**src/rtl/fetch_queue_pkg.sv**
```systemverilog
// Shared fetch-side constants: instruction address/word widths and default queue depth.
// Also provides the packed-entry width helper used by the fetch queue.
package fetch_queue_pkg;

    localparam int unsigned IM_ADDR_BIT = 10;
    localparam int unsigned INSTR_BIT   = 32;
    localparam int unsigned FQ_DEPTH    = 4;

    // One queue entry carries {pc, pc_4, instr}.
    function automatic int unsigned entry_width(input int unsigned addr_w,
                                                input int unsigned instr_w);
        return 2 * addr_w + instr_w;
    endfunction

endpackage

```
**src/rtl/fetch_queue_fifo_core.sv**
```systemverilog
// Generic synchronous FIFO: reset-cleared storage, wrapping pointers, occupancy count.
// clear_i empties the queue (pointers/count) with priority over push/pop and leaves storage intact.
module fetch_queue_fifo_core #(
    parameter  int unsigned WIDTH = 8,
    parameter  int unsigned DEPTH = 4,
    localparam int unsigned PTR_W = $clog2(DEPTH),
    localparam int unsigned CNT_W = PTR_W + 1
) (
    input  logic             clk_i,
    input  logic             rst_i,
    input  logic             clear_i,
    input  logic             push_i,
    input  logic             pop_i,
    input  logic [WIDTH-1:0] wdata_i,
    output logic [WIDTH-1:0] rdata_o,
    output logic [CNT_W-1:0] count_o,
    output logic             full_o,
    output logic             empty_o
);

    logic [WIDTH-1:0] mem_q [DEPTH];
    logic [PTR_W-1:0] wr_ptr_q, wr_ptr_d;
    logic [PTR_W-1:0] rd_ptr_q, rd_ptr_d;
    logic [CNT_W-1:0] count_q,  count_d;
    logic             push_ok;
    logic             pop_ok;

    assign full_o  = (count_q == CNT_W'(DEPTH));
    assign empty_o = (count_q == '0);
    assign push_ok = push_i & ~full_o;
    assign pop_ok  = pop_i & ~empty_o;

    // Next-state: clear wins; pointers wrap by natural overflow.
    always_comb begin
        wr_ptr_d = wr_ptr_q;
        rd_ptr_d = rd_ptr_q;
        count_d  = count_q;
        if (clear_i) begin
            wr_ptr_d = '0;
            rd_ptr_d = '0;
            count_d  = '0;
        end else begin
            if (push_ok) begin
                wr_ptr_d = wr_ptr_q + PTR_W'(1);
            end
            if (pop_ok) begin
                rd_ptr_d = rd_ptr_q + PTR_W'(1);
            end
            count_d = count_q + CNT_W'(push_ok) - CNT_W'(pop_ok);
        end
    end

    always_ff @(posedge clk_i or posedge rst_i) begin
        if (rst_i) begin
            wr_ptr_q <= '0;
            rd_ptr_q <= '0;
            count_q  <= '0;
        end else begin
            wr_ptr_q <= wr_ptr_d;
            rd_ptr_q <= rd_ptr_d;
            count_q  <= count_d;
        end
    end

    always_ff @(posedge clk_i or posedge rst_i) begin
        if (rst_i) begin
            for (int unsigned i = 0; i < DEPTH; i++) begin
                mem_q[i] <= '0;
            end
        end else if (push_ok && !clear_i) begin
            mem_q[wr_ptr_q] <= wdata_i;
        end
    end

    assign rdata_o = mem_q[rd_ptr_q];
    assign count_o = count_q;

endmodule

```
**src/rtl/fetch_queue.sv**
```systemverilog
// Instruction fetch buffer between PC/instruction memory and decode.
// Back-pressures the PC via pc_en; flush discards wrong-path entries on a redirect.
module fetch_queue
    import fetch_queue_pkg::*;
#(
    parameter  int unsigned ADDR_W  = IM_ADDR_BIT,
    parameter  int unsigned INSTR_W = INSTR_BIT,
    parameter  int unsigned DEPTH   = FQ_DEPTH,
    localparam int unsigned CNT_W   = $clog2(DEPTH) + 1,
    localparam int unsigned ENT_W   = entry_width(ADDR_W, INSTR_W)
) (
    input  logic               clk,
    input  logic               rst,
    input  logic               in_valid,
    input  logic [ADDR_W-1:0]  in_pc,
    input  logic [ADDR_W-1:0]  in_pc_4,
    input  logic [INSTR_W-1:0] in_instr,
    output logic               in_ready,
    output logic               pc_en,
    output logic               out_valid,
    output logic [ADDR_W-1:0]  out_pc,
    output logic [ADDR_W-1:0]  out_pc_4,
    output logic [INSTR_W-1:0] out_instr,
    input  logic               out_ready,
    input  logic               flush,
    output logic [CNT_W-1:0]   count
);

    logic             enq;
    logic             deq;
    logic             full;
    logic             empty;
    logic [ENT_W-1:0] wr_entry;
    logic [ENT_W-1:0] rd_entry;

    // Readiness comes only from registered occupancy; no out_ready -> in_ready path.
    assign in_ready  = ~full;
    assign pc_en     = ~full;
    assign out_valid = ~empty;
    assign enq       = in_valid & in_ready;
    assign deq       = out_valid & out_ready;
    assign wr_entry  = {in_pc, in_pc_4, in_instr};

    fetch_queue_fifo_core #(
        .WIDTH (ENT_W),
        .DEPTH (DEPTH)
    ) u_core (
        .clk_i   (clk),
        .rst_i   (rst),
        .clear_i (flush),
        .push_i  (enq),
        .pop_i   (deq),
        .wdata_i (wr_entry),
        .rdata_o (rd_entry),
        .count_o (count),
        .full_o  (full),
        .empty_o (empty)
    );

    assign {out_pc, out_pc_4, out_instr} = rd_entry;

    a_no_enq_when_full : assert property (@(posedge clk) disable iff (rst)
        (count == CNT_W'(DEPTH)) |-> !enq);
    a_count_bound : assert property (@(posedge clk) disable iff (rst)
        count <= CNT_W'(DEPTH));

endmodule

```
**config.mk**
```make
export PLATFORM = sky130hd
export DESIGN_NAME = fetch_queue
export DESIGN_NICKNAME = d
export VERILOG_FILES = /design/src/rtl/fetch_queue_pkg.sv /design/src/rtl/fetch_queue_fifo_core.sv /design/src/rtl/fetch_queue.sv
export SDC_FILE = /design/constraint.sdc
export NUM_CORES = 1
export LEC_CHECK = 0
export ABC_AREA = 1
export CORE_MARGIN = 1.5
export CORE_UTILIZATION = 57
export CTS_CLUSTER_SIZE = 25
export DETAILED_ROUTE_END_ITERATION = 10
export PLACE_DENSITY = 0.8
export SETUP_SLACK_MARGIN = 0.2
export SLEW_MARGIN = 20
export SYNTH_ARGS = -nofsm -noshare
export SYNTH_HDL_FRONTEND = slang
export SYNTH_SLANG_ARGS = --single-unit
```
**constraint.sdc**
```tcl
create_clock -name clk -period 7.6 [get_ports clk]
set_input_delay 0.76 -clock clk [delete_from_list [all_inputs] [get_ports clk]]
set_output_delay 0.76 -clock clk [all_outputs]
set_load 0.05 [all_outputs]
```
==> impl_metrics.toml <==
[placed_design]
dpl.hpwl_um = 14600
place_ws_ps = 3790
gp_congestion = 0.759
port_buffers = 114
dp_cells = 1511

[hold_path]
hold_path.class = "reg2reg"
hold_depth = 2

[cells_and_area]
fin_util = 0.680
final_cells = 1556
final_cell_mix = "nand2_1, dfrtp_1, nand4_1"
final_common_cell = "nand2_1"
drive_gt1_frac = 0.0520
fillers = 1465
diodes = 0
synthToLayoutAreaGrowth_pct = 17.1
fin_nets = 1373

[synth]
synth_cells = 1278
avgSynthCellArea_um2 = 8.17
synth_compound_area_frac = 0.0824
ys_warn_count = 0
syn_nets = 1342
ys_ff_latch = 215
syn_area_um2 = 10400
synth_mux_area_frac = 0
synth_xor_area_frac = 0.00168
synth_seq_area_share = 0.516
synth_fa_ha_area_frac = 0.00911
synth_cell_types = 20
yosys.area_share.simple = 0.326
synth_top_family_by_area = "simple AND/OR/NAND/NOR gates"

[detailed_routing]
ant_nets = 0
drc_errors = 0
wl_met3_um = 2630
initialDrtViolationCount = 1153
num_vias = 9751
wl_um = 29400
top_layer = "met4"
dr_wl_met2_um = 14200
viasPerCell = 6.27
drt_first_pass_iters = 5
wl_per_cell_um = 18.9
met1Wirelength_um = 11900

[sta]
tightest_slew_ps = 1110
fin_crit_sh = 0.572
rsz0062_at_grt = "false"
period_minus_slack_ps = 4350
setup_viol = 0
skew_ps = 13.7
slew_viol_final = 0
relSlewSlack = 0.258
fin_ws_ps = 3250
setup_tns_ps = 0
finalHoldViolCount = 0
fmax_ghz = 0.230
hold_slack_ps = 474

[die]
core_um2 = 18000
dieArea_um2 = 19100
rows = 49
die_x_um = 138
die_h_um = 138
start_util = 0.581
design.portCount = 115

[flow_run]
cap_violations = 0

[worst_setup_path]
required_ps = 6840
cp-end-kind = "output pin"
crit_arrival_ps = 3590
critPathCapture = "out_pc_4[8]"
start_kind = "register"
cp_cell_sequence = "inv_2 -> buf_4 -> o21ai_0 -> o22ai_1 -> clkdlybuf4s50_1"
crit_type = "reg2out"
cp_slowest_cell = "clkdlybuf4s50_1"
r2r_end = "u_core.mem_q[173]"
max_stage_delay_ps = 870
reg2reg_slack_ps = 4980
crit_fanout = 53
rr_worst_depth = 6
rr_startpoint = "u_core.count_o[1]"
cp-startpoint = "u_core.rd_ptr_q[0]"

[clock_network]
insertion_delay_ps = 510
cts_tree = "done"
cts_num_sinks = 215
clk_pin_slew_ps = 60
cts.htree.levels = 1
post_cts_buffers = 0
clock_path_buffers = 3
numCtsBuffers = 24
cts_resized = 0
cts_hold_buffers = 0
root_buffer = "clkbuf_16"

[global_route]
grt_pass1_wl_um = 47500
grt_max_degree = 145
antenna_found_initial = 0
grt_pass1_vias = 9238
overflow = 0
grt_usage = 0.299

[status]
outcome = "finished, final reports clean"

[power_and_ir_drop]
p_per_area_nw_per_um2 = 466
p_leak_nw = 6.11
ir_drop_mv = 0.404
[metrics by stage]
step	area (µm²)	total power [mW]
after floorplan	10400	3.71
after detailed placement	11400	4.48
final	12200	5.69
after CTS	12200	5.68
after global routing	12200	5.99
after global placement	11400	4.44
[Yosys cell counts]
| cell type | n | area (µm²) |
|---|---|---|
| a21oi_2 | 1 | 8.76 |
| nand4_1 | 208 | 1300 |
| ha_1 | 6 | 75.1 |
| inv_2 | 1 | 3.75 |
| clkbuf_1 | 47 | 176 |
| nand2_2 | 1 | 6.26 |
| o22ai_1 | 52 | 325 |
| nand2_1 | 429 | 1610 |
| nand4_2 | 4 | 50.1 |
| dfrtp_1 | 215 | 5380 |
| nor2_1 | 112 | 420 |
| buf_2 | 40 | 200 |
| inv_1 | 13 | 48.8 |
| xor2_1 | 2 | 17.5 |
| nand3_1 | 2 | 10.0 |
| fa_1 | 1 | 20.0 |
| o21ai_0 | 105 | 526 |
| buf_4 | 23 | 173 |
| buf_6 | 3 | 33.8 |
| buf_1 | 13 | 48.8 |
[how the worst min path moves through the flow]
stage               slack (ps)                 to              start
global placement           460  u_core.mem_q[155]  u_core.mem_q[155]
detailed placement         460   u_core.mem_q[64]   u_core.mem_q[64]
CTS                        480   u_core.mem_q[61]   u_core.mem_q[61]
finish                     470  u_core.mem_q[151]  u_core.mem_q[151]
global route               490   u_core.mem_q[92]   u_core.mem_q[92]
floorplan                  440  u_core.mem_q[103]  u_core.mem_q[103]
[layer usage]
layer	global-route usage	vias up
met5	0	-
met4	0.105	0
met3	0.0461	63
met2	0.476	554
met1	0.422	4695
li1	-	4439
[kinds of logic (layout without fill, tap and decap cells)]
group,count (synthesis),after routing
AO/OA/AOI/OAI,158,158
XOR/XNOR,2,2
flip-flops,215,215
AND/OR/NAND/NOR,756,756
buffers and inverters,140,189
adder cells (fa/ha/maj),7,7
[critical path, delay by kind of cell (launching register included)]
family | cells | cell delay (ps)
AO/OA/AOI/OAI | 2 | 500
buffers and inverters | 3 | 2150
flip-flops | 1 | 410
[state kept, by name, indices dropped and copies added (netlist names)]
| register | count |
|---|---|
| u_core.mem_q | 208 |
| u_core.count_o | 3 |
| u_core.rd_ptr_q | 2 |
| u_core.wr_ptr_q | 2 |
[cell type report]
type | instances | area, µm² | share of cell area
Sequential cell | 215 | 5380 | 0.440
Multi-Input combinational cell | 923 | 4390 | 0.359
Timing Repair Buffer | 131 | 1280 | 0.105
Clock buffer | 40 | 772 | 0.0632
Tap cell | 229 | 287 | 0.0234
Inverter | 14 | 65.1 | 0.00532
Clock inverter | 4 | 45.0 | 0.00369
[report_power, final]
group / internal, mW / switching, mW
combinational: 0.821 / 1.76
clock: 0.722 / 0.457
sequential: 1.65 / 0.274
(Power assumes the default switching activity.)
